===== src/rtl/debug_pkg.sv =====
// Shared definitions for the ASCII debug protocol.
//   rsp_kind_t      : response kind passed from the register side to the encoder
//   CH_*            : ASCII framing characters
//   nibble_to_ascii : 4-bit value -> upper-case hex character
//   ascii_to_nibble : hex character (either case) -> {valid, nibble}, used by the parser
package debug_pkg;

   typedef enum logic [1:0] {
      RSP_READ = 2'd0,
      RSP_WACK = 2'd1,
      RSP_ERR  = 2'd2
   } rsp_kind_t;

   localparam logic [7:0] CH_NL     = 8'h0A;
   localparam logic [7:0] CH_PROMPT = 8'h3E;
   localparam logic [7:0] CH_EQ     = 8'h3D;
   localparam logic [7:0] CH_O      = 8'h4F;
   localparam logic [7:0] CH_K      = 8'h4B;
   localparam logic [7:0] CH_ERR    = 8'h3F;

   function automatic logic [7:0] nibble_to_ascii(input logic [3:0] nib);
      if (nib < 4'd10) return 8'h30 + {4'h0, nib};
      else             return 8'h37 + {4'h0, nib};
   endfunction

   // Bit 4 is the valid flag; bits 3:0 the decoded value (0 when invalid).
   function automatic logic [4:0] ascii_to_nibble(input logic [7:0] ch);
      logic [7:0] v;
      if (ch >= 8'h30 && ch <= 8'h39) begin
         v = ch - 8'h30;
         return {1'b1, v[3:0]};
      end else if (ch >= 8'h41 && ch <= 8'h46) begin
         v = ch - 8'h37;
         return {1'b1, v[3:0]};
      end else if (ch >= 8'h61 && ch <= 8'h66) begin
         v = ch - 8'h57;
         return {1'b1, v[3:0]};
      end
      return 5'h00;
   endfunction

endpackage


===== src/rtl/response_encoder.sv =====
// response_encoder: serialises one decoded response per valid/ready handshake
// into ASCII characters for the UART transmitter.
//   clk, rst_n        clock, async active-low reset
//   rsp_valid/ready   request handshake (ready only in IDLE)
//   rsp_kind/addr/data response contents, latched on acceptance
//   tx_data_o/tx_start character and one-cycle load pulse to uart_tx
//   busy              uart_tx busy
//   frame_active      high from acceptance until the last character completes
//
// state | meaning
// IDLE  | waiting for a request, rsp_ready high
// LOAD  | register the character at idx into tx_data_o
// SEND  | pulse tx_start once busy is low
// ACK   | one cycle for uart_tx to raise busy
// WAIT  | wait for busy to fall, then next char or IDLE
module response_encoder
   import debug_pkg::*;
#(
   parameter int DATA_WIDTH    = 8,
   parameter int REG_ADDR_BITS = 8
) (
   input  logic                     clk,
   input  logic                     rst_n,
   input  logic                     rsp_valid,
   output logic                     rsp_ready,
   input  logic [1:0]               rsp_kind,
   input  logic [REG_ADDR_BITS-1:0] rsp_addr,
   input  logic [DATA_WIDTH-1:0]    rsp_data,
   output logic [7:0]               tx_data_o,
   output logic                     tx_start,
   input  logic                     busy,
   output logic                     frame_active
);

   localparam int AN        = REG_ADDR_BITS / 4;
   localparam int DN        = DATA_WIDTH / 4;
   localparam int FRAME_MAX = 3 + AN + DN;
   localparam int IDX_W     = $clog2(FRAME_MAX);

   localparam logic [IDX_W-1:0] LAST_READ = IDX_W'(FRAME_MAX - 1);
   localparam logic [IDX_W-1:0] LAST_WACK = IDX_W'(3);
   localparam logic [IDX_W-1:0] LAST_ERR  = IDX_W'(2);

   localparam logic [2:0] S_IDLE = 3'd0;
   localparam logic [2:0] S_LOAD = 3'd1;
   localparam logic [2:0] S_SEND = 3'd2;
   localparam logic [2:0] S_ACK  = 3'd3;
   localparam logic [2:0] S_WAIT = 3'd4;

   logic [2:0]               state_q;
   logic [IDX_W-1:0]         idx_q;
   rsp_kind_t                kind_q;
   logic [REG_ADDR_BITS-1:0] addr_q;
   logic [DATA_WIDTH-1:0]    data_q;
   logic [7:0]               tx_data_q;
   logic [IDX_W-1:0]         last_idx;
   logic [7:0]               char_cur;
   logic [REG_ADDR_BITS-1:0] addr_sh;
   logic [DATA_WIDTH-1:0]    data_sh;

   assign rsp_ready    = (state_q == S_IDLE);
   assign frame_active = (state_q != S_IDLE);
   assign tx_start     = (state_q == S_SEND) && !busy;
   assign tx_data_o    = tx_data_q;

   always_comb begin
      case (kind_q)
         RSP_READ: last_idx = LAST_READ;
         RSP_WACK: last_idx = LAST_WACK;
         default:  last_idx = LAST_ERR;
      endcase
   end

   // Character at idx_q; hex digits are picked by shifting the wanted nibble down to bit 0.
   always_comb begin
      char_cur = CH_NL;
      addr_sh  = '0;
      data_sh  = '0;
      if (idx_q == IDX_W'(0)) begin
         char_cur = CH_NL;
      end else if (idx_q == IDX_W'(1)) begin
         char_cur = CH_PROMPT;
      end else begin
         case (kind_q)
            RSP_READ: begin
               if (int'(idx_q) < 2 + AN) begin
                  addr_sh  = addr_q >> (4 * (AN + 1 - int'(idx_q)));
                  char_cur = nibble_to_ascii(addr_sh[3:0]);
               end else if (int'(idx_q) == 2 + AN) begin
                  char_cur = CH_EQ;
               end else begin
                  data_sh  = data_q >> (4 * (AN + DN + 2 - int'(idx_q)));
                  char_cur = nibble_to_ascii(data_sh[3:0]);
               end
            end
            RSP_WACK: char_cur = (idx_q == IDX_W'(2)) ? CH_O : CH_K;
            default:  char_cur = CH_ERR;
         endcase
      end
   end

   always_ff @(posedge clk or negedge rst_n) begin
      if (!rst_n) begin
         state_q   <= S_IDLE;
         idx_q     <= '0;
         kind_q    <= RSP_READ;
         addr_q    <= '0;
         data_q    <= '0;
         tx_data_q <= 8'h00;
      end else begin
         case (state_q)
            S_IDLE: begin
               if (rsp_valid) begin
                  kind_q  <= (rsp_kind == 2'd3) ? RSP_ERR : rsp_kind_t'(rsp_kind);
                  addr_q  <= rsp_addr;
                  data_q  <= rsp_data;
                  idx_q   <= '0;
                  state_q <= S_LOAD;
               end
            end
            S_LOAD: begin
               tx_data_q <= char_cur;
               state_q   <= S_SEND;
            end
            S_SEND: begin
               if (!busy) state_q <= S_ACK;
            end
            S_ACK: begin
               state_q <= S_WAIT;
            end
            S_WAIT: begin
               if (!busy) begin
                  if (idx_q == last_idx) begin
                     state_q <= S_IDLE;
                  end else begin
                     idx_q   <= idx_q + 1'b1;
                     state_q <= S_LOAD;
                  end
               end
            end
            default: state_q <= S_IDLE;
         endcase
      end
   end

endmodule


===== config.mk =====
export PLATFORM = sky130hd
export DESIGN_NAME = response_encoder
export DESIGN_NICKNAME = d
export VERILOG_FILES = /design/src/rtl/debug_pkg.sv /design/src/rtl/response_encoder.sv
export SDC_FILE = /design/constraint.sdc
export NUM_CORES = 1
export LEC_CHECK = 0
export BUFFER_PORTS_ARGS = -buffer_cell sky130_fd_sc_hd__buf_2
export CORE_MARGIN = 2
export CORE_UTILIZATION = 60
export CTS_BUF_LIST = sky130_fd_sc_hd__clkbuf_8
export DETAILED_ROUTE_END_ITERATION = 6
export PLACE_DENSITY_LB_ADDON = 0.08
export SYNTH_ARGS = -nofsm -noshare
export SYNTH_HDL_FRONTEND = slang
export SYNTH_SLANG_ARGS = --single-unit

===== constraint.sdc =====
create_clock -name clk -period 6.41 [get_ports clk]
set_input_delay 0.641 -clock clk [delete_from_list [all_inputs] [get_ports clk]]
set_output_delay 0.641 -clock clk [all_outputs]
set_load 0.005 [all_outputs]

---- Word level (Yosys, flattened, before mapping) ----
Index checks and enable logic that the tools add are counted.
storage, ports and cells
  input port bits ......................... 22
  word-level logic and storage cells ...... 61
  output and inout bits ................... 11
  register bits after elaboration ......... 32
operators by class
  reductions and logical operators ........ 10
  order comparisons ....................... 3
  shifts and indexed selects .............. 2
  muxes and demuxes ....................... 19
  add/sub/neg operators ................... 7
  equal/unequal tests ..................... 14
operator list
  operator                                             number
  >> shifter 8 x 32 -> 4 bit                           2
  adder 6 x 4 -> 7 bit, first input constant           4
  2-to-1 mux 8 bit                                     3
  2-to-1 mux 3 bit                                     7
  2-to-1 mux 7 bit                                     3
  one-hot mux 8 bit (2 select lines)                   1
  one-hot mux 3 bit (5 select lines)                   1
  one-hot mux 3 bit (2 select lines)                   2
  equality test 3 x 2 -> 1 bit, second input constant  3
  < comparator 4 bit, second input constant            2
  != test 2 bit, second input constant                 4
  equality test 3 x 1 -> 1 bit, second input constant  2
  equality test 3 bit, second input constant           2
  zero test 3 bit                                      2
  AND reduction 4 bit                                  1
  subtractor 2 x 3 -> 4 bit, first input constant      1
  subtractor 3 x 3 -> 4 bit, first input constant      1
  adder 3 x 1 -> 3 bit, second input constant          1
  equality test 3 bit                                  1
  < comparator 3 bit, second input constant            1
  AND reduction 3 bit                                  1
  nonzero test 3 bit                                   1
  equality test 2 x 1 -> 1 bit, second input constant  1
  equality test 2 bit, second input constant           1
  7 further kinds                                      7

---- Longest topological paths before layout ----
Gate-level depths: netlist of run 1.
  depth in word-level cells ............... 9
  mapped depth ............................ 11

---- Worst setup path after synthesis of run 1 ----
Ideal clock, no wire load.
  path kind ............................... register to register
  start ................................... register idx_q[0]
  end ..................................... register tx_data_q[4], in the netlist tx_data_o[4]
  path buffers ............................ 2
  period minus slack after synthesis ...... 2.437 ns
  stages on the path, launching flop included .. 11
  path slack .............................. 3.973 ns
  arrival ................................. 2.302 ns
  required time ........................... 6.276 ns
  cells stage by stage .................... dfrtp_1 buf_6 buf_4 inv_1 ha_1 nor2b_1 nand2b_1 ha_1 o32a_1 o311ai_1 o211ai_1
on the way
  word-level cells in the longest chain between the ends .. 9
  elaborated cells on any way between the ends .. 21
  classes of those cells .................. add/sub: 6; order compare: 3; eq/ne: 2; shift: 2; mux: 7; reduce/logical: 1
RTL lines
  element                                       RTL line                 RTL
  start, declared                               response_encoder.sv:51   logic [IDX_W-1:0] idx_q;
  start signal, assigned                        response_encoder.sv:136  idx_q <= idx_q + 1'b1;
  subtractor 3 x 3 -> 4 bit                     response_encoder.sv:92   data_sh = data_q >> (4 * (AN + DN + 2 - int'(idx_q)));
  >> shifter 8 x 32 -> 4 bit                    response_encoder.sv:92
  adder 6 x 4 -> 7 bit (tied with other cells)  debug_pkg.sv:23          else return 8'h37 + {4'h0, nib};
  2-to-1 mux 7 bit                              debug_pkg.sv:22          if (nib < 4'd10) return 8'h30 + {4'h0, nib};
  2-to-1 mux 7 bit                              response_encoder.sv:89   end else if (int'(idx_q) == 2 + AN) begin
  2-to-1 mux 8 bit                              response_encoder.sv:86   if (int'(idx_q) < 2 + AN) begin
  one-hot mux 8 bit (2 select lines)            response_encoder.sv:84   case (kind_q)
  2-to-1 mux 8 bit                              response_encoder.sv:81   end else if (idx_q == IDX_W'(1)) begin
  2-to-1 mux 8 bit (*)                          response_encoder.sv:79   if (idx_q == IDX_W'(0)) begin
  end signal, assigned                          response_encoder.sv:122  tx_data_q <= char_cur;
  end, declared                                 response_encoder.sv:55   logic [7:0] tx_data_q;
Every way passes the cells marked *; elsewhere a longest branch is shown, timed or not.
A chain may end at the register's enable or synchronous reset.

---- Final worst setup path of run 1 ----
Ends and elaborated chain as after synthesis.

==> results.yml, run 1 <==
floorplanning:
  boundaryPins: 33
  row_count: 20
  core-area_sq_um: 3053
  initial_core_util: 0.6348
  die-area_sq_um: 3701
  die_width_um: 60.84
  die_h_um: 60.84
sta:
  final.setup_skew_ns: 0.004117
  min_period_ns: 3.043
  hold_viol_final: 0
  rsz0062_at_grt: "no"
  setup_tns_ns: 0
  slew_headroom: 0.4227
  setup_viol: 0
  slew_viol_final: 0
  worst_slew_pin_slew_ns: 0.8660
  finalCritPeriodShare: 0.4747
  fmax_ghz: 0.3286
power_and_ir_drop:
  ir_drop_v: 0.0002536
  p_sw_frac: 0.3866
  leakagePower_nw: 0.9282
  p_per_area_nw_per_um2: 422.4
  p_seq_frac: 0.415
  p_int_mw: 0.5634
  switching_power_mw: 0.3551
  comb_power_share: 0.418
  p_clk_frac: 0.167
  p_total_mw: 0.9186
global_routing:
  grt_max_degree: 32
  grtUsageTotal: 0.2553
  grt_overflow: 0
  grt_pass1_vias: 1595
  grt_pass1_wl_um: 7017
  antenna_found_initial: 0
clocking:
  ctsLongestPathBuffers: 2
  clk_pin_slew_ns: 0.06
  cts_resized: 0
  root_buffer: "clkbuf_8"
  cts.sinks: 31
  cts_made_buffers: 5
  cts_setup_buffers: 0
  cts_htree_levels: 2
  clk_latency_ns: 0.28
  cts_hold_buf: 0
  cts_tree: "yes"
synthesis:
  async_flop_share: 1.000
  synth_top_family_by_area: "simple AND/OR/NAND/NOR gates"
  synthFlopType: "dfrtp_1"
  synthMuxAreaShare: 0.1362
  syn_inst: 197
  netlist_area_sq_um: 1938
  synth_nets: 225
  synth_compound_area_frac: 0.1588
  synth_seq_cells: 31
  syn_area_per_cell_sq_um: 9.838
  ys.warnings.count: 0
  synth_xor_xnor_area_share: 0.009038
  ys_seq_area_frac: 0.4003
  synth_adder_area_share: 0.03873
  yosys.area_share.simple: 0.2001
  synth.distinct_cells: 54
  synth_edf_count: 0
cells_and_area:
  num_antenna_cells: 0
  num-fill-cells: 252
  nNetsFinal: 254
  layout_common_cells: "31 x dfrtp_1, 31 x buf_2, 19 x nor2_1"
  drive_gt1_frac: 0.2788
  multi_input_area_sq_um: 1056
  ff_latch_area_sq_um: 775.7
  area_growth_pct: 12.20
route:
  antenna_left: 0
  num_vias: 1589
  drt_iter0_drc: 109
  finalWirelength_um: 4071
  vias_per_cell: 5.885
  dr.pass1.iters: 4
  routedWlPerCell_um: 15.08
  drc: 0
setup_path:
  critPathCapture: "tx_data_o[4]"
  critPathBufInv: 1
  crit_slowest_cell: "dfrtp_1"
  cpPeakStageDelay_ns: 0.91
  worstReg2RegEnd: "tx_data_o[4]"
  reg2reg_depth: 8
  startpoint: "idx_q[0]"
  end_kind: "register"
  cp_cell_sequence: "inv_1 -> ha_1 -> nor2b_1 -> nand2b_1 -> ha_1 -> o32a_1 -> o311ai_1 -> o211ai_1"
  r2r-start: "idx_q[0]"
  cp.required_ns: 6.56
  start_kind: "register"
  path_max_fanout: 26
  path_common_cell: "ha_1"
  crit_family: "flip-flops"
  critical_path_class: "register to register"
  path_depth: 8
  worstPathArrival_ns: 3.19
  r2r_slack_ns: 3.37
placed_design:
  gp_congestion: 0.8469
  hpwlAfterDp_um: 3108
  portBuffers: 31
run:
  max-cap-violations: 0
min_path:
  hold_path_class: "input port to async pin"
status:
  status: "finished, final reports clean"
worst min-delay path by stage:
stage / to / from / slack [ns]
2_1_floorplan: addr_q[0] / rst_n / 0.35
6_report: state_q[0] / rst_n / 0.38
5_1_grt: state_q[2] / rst_n / 0.45
3_5_place_dp: tx_data_o[5] / tx_data_o[5] / 0.48
3_3_place_gp: tx_data_o[5] / tx_data_o[5] / 0.48
4_1_cts: state_q[2] / rst_n / 0.41
metal layers:
layer	vias up	routed length [um]	share of wire	track usage
met5	-	0	0	0
met4	0	96	0.024	0.1242
met3	12	149	0.037	0.04904
met2	45	2006	0.49	0.4255
met1	763	1819	0.45	0.3168
li1	769	-	-	-
registers in the layout, summed over array words and instances, names as in the netlist:
| register | flops |
|---|---|
| idx_q | 3 |
| addr_q | 8 |
| tx_data_o | 7 |
| state_q | 3 |
| kind_q | 2 |
| data_q | 8 |
power by group through the flow:
stage / Sequential [mW] / Clock [mW] / Combinational (mW)
floorplan: 0.338 / 0 / 0.334
CTS: 0.380 / 0.158 / 0.387
finish: 0.381 / 0.154 / 0.384
detailed placement: 0.383 / 0 / 0.385
global route: 0.395 / 0.164 / 0.428
global placement: 0.374 / 0 / 0.375
synthesized netlist by cell type (3+ instances only):
| cell | n | share of area |
|---|---|---|
| nor2b_1 | 7 | 0.023 |
| nand3_1 | 3 | 0.0077 |
| o21ai_1 | 3 | 0.0077 |
| or3_1 | 3 | 0.0097 |
| inv_1 | 9 | 0.017 |
| nor3b_1 | 4 | 0.015 |
| nand2_1 | 13 | 0.025 |
| mux2i_1 | 5 | 0.026 |
| buf_2 | 4 | 0.010 |
| mux2_2 | 18 | 0.10 |
| dfrtp_1 | 31 | 0.40 |
| ha_1 | 6 | 0.039 |
| a21oi_1 | 8 | 0.021 |
| buf_4 | 3 | 0.012 |
| a22o_1 | 3 | 0.014 |
| nor2_1 | 19 | 0.037 |
| nor3_1 | 6 | 0.015 |
| o21ai_0 | 7 | 0.018 |
cell families after synthesis:
| group | Yosys count |
|---|---|
| muxes | 24 |
| AOI/OAI and AO/OA | 42 |
| xor gates and xnor gates | 2 |
| DFF | 31 |
| adders and majority gates | 6 |
| buffers and inverters | 20 |
| and+or+nand+nor | 71 |
| other | 1 |
cell type report:
class | instances | share of cell area
multi-input combinational | 146 | 0.4856
sequential | 31 | 0.3567
timing repair buffer | 32 | 0.07480
clock buffer | 6 | 0.03797
tap | 44 | 0.02532
inverter | 10 | 0.01726
clock inverter | 1 | 0.002301
metrics by stage:
step	cell area, sq um	hold slack (ns)	util	worst slack [ns]	std cells
after floorplan	1938	0.3454	-	3.973	197
after global placement	2087	0.4775	0.6836	3.559	263
after detailed placement	2087	0.4785	0.6836	3.411	263
after CTS	2175	0.4136	0.7123	3.405	270
after global routing	2175	0.4504	0.7123	3.177	270
final	2175	0.3847	0.7123	3.367	270
Power figures use the tool's default switching activity.
==> inputs of run 2 (changes only) <==
CORE_UTILIZATION = 52   (was 60)
clock period = 2.47 ns   (was 6.41 ns; I/O delays follow)
==> results.yml, run 2 (same netlist as run 1, synthesis figures left out) <==
status:
  status: "finished with violations"
  violations: "hold timing"
sta:
  finalCritPeriodShare: 0.9437
  hold_ws_ns: -0.004264
  min_period_ns: 2.331
  hold_viol_final: 5
  worst_slew_pin_slew_ns: 0.6731
  setup_tns_ns: 0
  slew_headroom: 0.5513
  final.setup_skew_ns: 0.007561
  setup_viol: 0
  slew_viol_final: 0
  fmax_ghz: 0.4290
clocking:
  clk_pin_slew_ns: 0.07
  cts_tree: "yes"
  cts_htree_levels: 2
  cts_made_buffers: 5
  clk_latency_ns: 0.28
  ctsLongestPathBuffers: 2
  root_buffer: "clkbuf_8"
  cts.sinks: 31
  cts_hold_buf: 0
setup_path:
  end_kind: "register"
  critical_path_class: "register to register"
  path_max_fanout: 8
  startpoint: "idx_q[0]"
  r2r_slack_ns: 0.14
  cp.required_ns: 2.62
  r2r-start: "idx_q[0]"
  worstPathArrival_ns: 2.48
  worstReg2RegEnd: "tx_data_o[4]"
  reg2reg_depth: 9
  start_kind: "register"
global_routing:
  grt_overflow: 0
  grt_max_degree: 32
  grt_pass1_wl_um: 6941
  antenna_found_initial: 0
  grt_pass1_vias: 1568
  grtUsageTotal: 0.2126
route:
  num_vias: 1600
  antenna_left: 0
  dr.pass1.iters: 4
  routedWlPerCell_um: 14.64
  drc: 0
  drt_iter0_drc: 65
  finalWirelength_um: 4098
  vias_per_cell: 5.714
floorplanning:
  core-area_sq_um: 3633
  die_width_um: 65.05
  die-area_sq_um: 4232
  die_h_um: 65.05
  boundaryPins: 33
  initial_core_util: 0.5334
  row_count: 22
cells_and_area:
  drive_gt1_frac: 0.3103
  multi_input_area_sq_um: 1069
  area_growth_pct: 15.75
  num_antenna_cells: 0
  layout_commonest_cell: "buf_2"
  nNetsFinal: 259
  layout_common_cells: "31 x buf_2, 30 x dfrtp_1, 18 x mux2_2, 18 x nor2_1, 13 x nand2_1"
  ff_latch_area_sq_um: 777.0
  num-fill-cells: 329
run:
  max-cap-violations: 0
power_and_ir_drop:
  p_total_mw: 2.446
  leakagePower_nw: 0.9624
  p_per_area_nw_per_um2: 1090
  ir_drop_v: 0.0005588
min_path:
  hold_path_class: "input port to async pin"
placed_design:
  gp_congestion: 0.8811
  portBuffers: 31
  hpwlAfterDp_um: 3103
## run 2: where the power goes
group	switching, mW	internal, mW
Clock	0.178	0.250
Sequential	0.197	0.732
Combinational	0.551	0.537
## run 2: per-layer routing
metal / part of all wire / routed length [um] / track usage
met1: 0.45 / 1829 / 0.2609
met4: 0.012 / 50 / 0.06250
met3: 0.051 / 208 / 0.06944
met5: 0 / 0 / 0
met2: 0.49 / 2010 / 0.3570
## run 2: final cells by class
class                   count  area share
multi-input cells         146      0.4763
repair buffers             37     0.08924
clock inverters             1    0.001673
clock buffers               7     0.04294
well taps                  48     0.02677
inverters                  10     0.01673
flip-flops and latches     31      0.3463
## run 2: worst max path at each step
stage	endpoint	depth (start not counted)	slack, ns
final	tx_data_o[4]	9	0.14
after global routing	tx_data_o[4]	9	-0.04
after CTS	tx_data_o[4]	8	0.06
after detailed placement	tx_data_o[4]	8	0.1
after global placement	tx_data_o[4]	9	0.16
after floorplan	tx_data_o[4]	10	0.03
## run 2: timing repair
item | in CTS | in global routing
buffers inserted | 0 | 0
gates resized for setup | 0 | 4
setup endpoints to repair | 0 | 2
## run 2: worst max-delay path, stage by stage, from the launching register on
cell	delay (ns)
dfrtp_2	0.46
ha_1	0.26
nor2b_1	0.16
a21oi_2	0.11
nor2b_2	0.16
nand2b_1	0.08
ha_1	0.22
o32a_1	0.36
o311ai_2	0.28
o211ai_1	0.12
## run 2: per-stage QoR
stage | std cells | worst slack [ns] | util | hold WS, ns | cell area, sq um
floorplan | 197 | 0.03335 | - | -0.04859 | 1938
global placement | 272 | 0.1593 | 0.5861 | 0.3150 | 2130
detailed placement | 272 | 0.09805 | 0.5861 | 0.3297 | 2130
CTS | 280 | 0.05570 | 0.6136 | 0.02124 | 2230
global route | 280 | -0.03517 | 0.6174 | 0.03768 | 2243
finish | 280 | 0.1391 | 0.6174 | -0.004264 | 2243
